[config.mk]
export PLATFORM = sky130hd
export DESIGN_NAME = flag_scanner
export DESIGN_NICKNAME = d
export VERILOG_FILES = /design/src/rtl/flag_scanner.sv
export SDC_FILE = /design/constraint.sdc
export NUM_CORES = 1
export LEC_CHECK = 0
export ABC_AREA = 1
export CAP_MARGIN = 20
export CORE_ASPECT_RATIO = 1.5
export CORE_MARGIN = 2
export CORE_UTILIZATION = 35
export CTS_CLUSTER_SIZE = 40
export DETAILED_ROUTE_END_ITERATION = 8
export PLACE_DENSITY = 0.56
export SETUP_SLACK_MARGIN = 0.15
export SLEW_MARGIN = 20
export SYNTH_ARGS = -nofsm -noshare
export SYNTH_HDL_FRONTEND = slang
export SYNTH_SLANG_ARGS = --single-unit
[constraint.sdc]
create_clock -name clock -period 4.3 [get_ports clock]
set_input_delay 0.86 -clock clock [delete_from_list [all_inputs] [get_ports clock]]
set_output_delay 0.86 -clock clock [all_outputs]
set_load 0.05 [all_outputs]
[src/rtl/flag_scanner.sv]
// flag_scanner: captures a flag vector on start and scans it STEP bits per clock for the first set bit.
// FLAG_SCAN_ABORT_EN adds an abort input that cancels a running scan without a done pulse.
module flag_scanner #(
  parameter int WIDTH = 16,
  parameter int STEP = 1,
  localparam int IDX_W = $clog2(WIDTH)
) (
  input  logic             clock,
  input  logic             reset_n,
  input  logic             start,
  input  logic [WIDTH-1:0] flags,
  input  logic             dir,
`ifdef FLAG_SCAN_ABORT_EN
  input  logic             abort,
`endif
  output logic             busy,
  output logic             done,
  output logic             found,
  output logic [IDX_W-1:0] index
);
  localparam int NCHUNK = WIDTH / STEP;
  localparam int CW = NCHUNK > 1 ? $clog2(NCHUNK) : 1;
  typedef enum logic [1:0] {IDLE, SCAN, DONE} state_t;
  state_t state, state_n;
  logic [WIDTH-1:0] shadow, shadow_n;
  logic dir_q, dir_n;
  logic [CW-1:0] c, c_n;
  logic found_n;
  logic [IDX_W-1:0] index_n, hit_idx, p;
  logic hit, kill;
`ifdef FLAG_SCAN_ABORT_EN
  assign kill = abort;
`else
  assign kill = 1'b0;
`endif
  assign busy = state != IDLE;
  assign done = state == DONE;
  // walk the current chunk in scan order so the first set bit met wins
  always_comb begin
    hit = 1'b0;
    hit_idx = '0;
    p = '0;
    for (int i = 0; i < STEP; i++) begin
      p = dir_q ? IDX_W'(WIDTH - 1 - int'(c) * STEP - i) : IDX_W'(int'(c) * STEP + i);
      if (!hit && shadow[p]) begin
        hit = 1'b1;
        hit_idx = p;
      end
    end
  end
  always_comb begin
    state_n = state;
    shadow_n = shadow;
    dir_n = dir_q;
    c_n = c;
    found_n = found;
    index_n = index;
    if (state == IDLE && start) begin
      state_n = SCAN;
      shadow_n = flags;
      dir_n = dir;
      c_n = '0;
      found_n = 1'b0;
      index_n = '0;
    end else if (state == SCAN) begin
      if (kill) state_n = IDLE;
      else if (hit) begin
        state_n = DONE;
        found_n = 1'b1;
        index_n = hit_idx;
      end else if (c == CW'(NCHUNK - 1)) state_n = DONE;
      else c_n = c + CW'(1);
    end else if (state == DONE) state_n = IDLE;
  end
  always_ff @(posedge clock or negedge reset_n) begin
    if (!reset_n) begin
      state <= IDLE;
      shadow <= '0;
      dir_q <= 1'b0;
      c <= '0;
      found <= 1'b0;
      index <= '0;
    end else begin
      state <= state_n;
      shadow <= shadow_n;
      dir_q <= dir_n;
      c <= c_n;
      found <= found_n;
      index <= index_n;
    end
  end
endmodule

==> results.py <==
metrics = {
    "final_layout": {
        "final_area_um2": 1750,
        "final_common_cell": "nand2_1",
        "syn_to_final_growth_pct": 26.3,
        "n_antenna_cell": 0,
        "drive_above_1_share_pct": 10.6,
        "fillers": 399,
        "final_cell_mix": "85 x nand2_1, 29 x nand3_1, 28 x dfrtp_1",
        "fin_nets": 230,
    },
    "die": {
        "pin_count": 27,
        "initial_utilization_pct": 35.6,
        "die_width_um": 55.4,
        "die_h_um": 81.1,
        "rows": 28,
        "core_um2": 3890,
        "dieArea_um2": 4490,
    },
    "clock_tree": {
        "clockRootBuffer": "clkbuf_8",
        "clk_pin_slew_ps": 100,
        "htreeDepth": 1,
        "hold_buffers": 0,
        "cts.sink_count": 28,
        "clock_latency_ps": 280,
        "post_cts_buffers": 0,
        "cts_tree": "done",
        "cts.path.max_buffers": 2,
        "cts_inserted_buffers": 3,
        "post_cts_resized": 0,
    },
    "logic_synthesis": {
        "syn_inst": 181,
        "ys_types": 17,
        "synthTopCellsByArea": "dfrtp_1 51%, nand2_1 23%, nand3_1 10%, nand2_2 2.3%, inv_2 1.9%",
        "synth_top_area_share_pct": 50.5,
        "syn_area_um2": 1390,
        "ys_seq_elements": 28,
        "syn_area_per_cell_um2": 7.66,
        "yosysSeqAreaShare_pct": 50.5,
        "yosysTopAreaCell": "dfrtp_1",
        "yosys_warnings": 0,
        "synth_nets": 202,
    },
    "routing": {
        "drc": 0,
        "drtPass1Iterations": 4,
        "first_iter_violations": 13,
        "wl_per_cell_um": 11.1,
        "drt-total-wl_mm": 2.80,
        "ant_nets": 0,
        "vias": 1178,
        "drt-vias-per-instance": 4.66,
    },
    "worst_setup_path": {
        "worstSetupStartpointType": "flip-flop",
        "worstPathArrival_ps": 1630,
        "crit_type": "flip-flop to output pin",
        "r2r_setup_slack_ps": 2630,
        "r2r_cells": 6,
        "worstSetupEndpointType": "output pin",
        "crit_path_max_fanout": 4,
        "worstReg2RegEnd": "shadow[2]$_DFFE_PN0P_",
        "r2r_start": "state[0]$_DFFE_PN0P_",
        "critPathRequiredTime_ps": 3440,
    },
    "outcome": {
        "outcome": "completed",
    },
    "global_route": {
        "grt_util_all_layers_pct": 13.8,
        "grt.overflow.total": 0,
        "grt_max_degree": 29,
        "grt_pass1_vias": 1139,
        "grt_pass1_wl_mm": 4.99,
        "antenna_found_initial": 0,
    },
    "pwr": {
        "seqPwrFrac_pct": 36.4,
        "combPwrFrac_pct": 50.3,
        "p_per_area_nw_per_um2": 702,
        "clkPwrFrac_pct": 13.4,
        "p_total_uw": 1230,
        "ir_worst_vdd_mv": 0.309,
        "netSwitchingFraction_pct": 45.6,
        "leakage_uw": 0.000927,
        "p_int_uw": 668,
        "p_switching_uw": 561,
    },
    "worst_hold_path": {
        "min_from": "shadow[0]$_DFFE_PN0P_",
        "hold_path_class": "flip-flop to flip-flop",
        "holdPathEnd": "shadow[0]$_DFFE_PN0P_",
        "hold_path_depth": 2,
    },
    "sta": {
        "relSlewSlack_pct": 64.9,
        "slew_viol_final": 0,
        "worst_pin_slew_ps": 525,
        "rsz0062_at_grt": "no",
        "whs_ps": 492,
        "finalCritPeriodShare_pct": 57.8,
        "hold_violations": 0,
        "period_needed_ps": 2490,
        "setup_viol": 0,
        "timing.setup.tns_ps": 0,
        "fin_worst_skew_ps": 9.04,
        "layout_setup_ws_ps": 1810,
        "max_freq_ghz": 0.402,
    },
    "placement": {
        "place_area_um2": 1700,
        "gp_congestion": 0.764,
        "portBuffers": 26,
        "hpwl_mm": 2.19,
        "pre_cts_ws_ps": 1870,
    },
    "job": {
        "drv_cap": 0,
    },
}
power by group through the flow:
stage | Sequential, uW | Combinational, uW | Clock (uW)
after floorplan | 469 | 451 | 0
after global placement | 452 | 621 | 0
after detailed placement | 454 | 627 | 0
after CTS | 449 | 631 | 171
after global routing | 465 | 709 | 181
final | 447 | 618 | 164
synthesized netlist by cell type:
cell / instances
nand2_2: 5
inv_2: 7
xnor2_1: 2
nand3_1: 29
xor2_1: 2
nor2_1: 4
inv_1: 6
ha_1: 1
o21ai_1: 1
nand2_4: 2
nand2_1: 85
nand3_2: 1
dfrtp_1: 28
nand4_1: 2
clkbuf_1: 4
inv_4: 1
buf_4: 1
layer usage:
metal | vias to the layer above | global-route usage (%) | part of all wire (%)
met5 | - | 0 | 0
li1 | 622 | - | -
met1 | 532 | 15.9 | 42
met2 | 18 | 25.4 | 53
met4 | 0 | 6.59 | 2.4
met3 | 6 | 1.59 | 2.5
metrics by stage:
step / utilization [%] / cells
final: 45.0 / 253
after global routing: 45.0 / 253
after CTS: 45.0 / 253
after detailed placement: 43.6 / 249
after global placement: 43.6 / 249
after floorplan: - / 181
state kept, by name, indices dropped and copies added (netlist names):
signal and count:
c 4, state 2, shadow 16, found 1, dir_q 1, index 4
critical path: stages (launching register included):
cell and delay, ps:
dfrtp_1 430, nor2_1 110, clkdlybuf4s50_1 810
layout make-up:
| cell class | instances | area (um2) | area share, % |
|---|---|---|---|
| timing repair buffer | 28 | 275 | 15.7 |
| clock buffer | 4 | 55.1 | 3.15 |
| tap | 45 | 56.3 | 3.22 |
| sequential | 28 | 701 | 40.0 |
| multi-input combinational | 134 | 608 | 34.7 |
| inverter | 14 | 55.1 | 3.15 |
kinds of logic after synthesis:
family	share of synthesized area, %
flip-flops	50.5
adder cells (fa/ha/maj)	0.902
AND/OR/NAND/NOR	40.1
XOR/XNOR	2.53
buffers and inverters	5.60
AO/OA/AOI/OAI	0.361
worst max path at each step:
stage / from / end / slack [ps] / cells past startpoint
after floorplan: state[0]$_DFFE_PN0P_ / done / 2390 / 1
after global placement: start / dir_q$_DFFE_PN0P_ / 1910 / 6
after detailed placement: start / dir_q$_DFFE_PN0P_ / 1870 / 6
after CTS: state[0]$_DFFE_PN0P_ / done / 1800 / 2
after global routing: state[1]$_DFFE_PN0P_ / done / 1730 / 3
final: state[0]$_DFFE_PN0P_ / done / 1810 / 2
(Power assumes the default switching activity.)
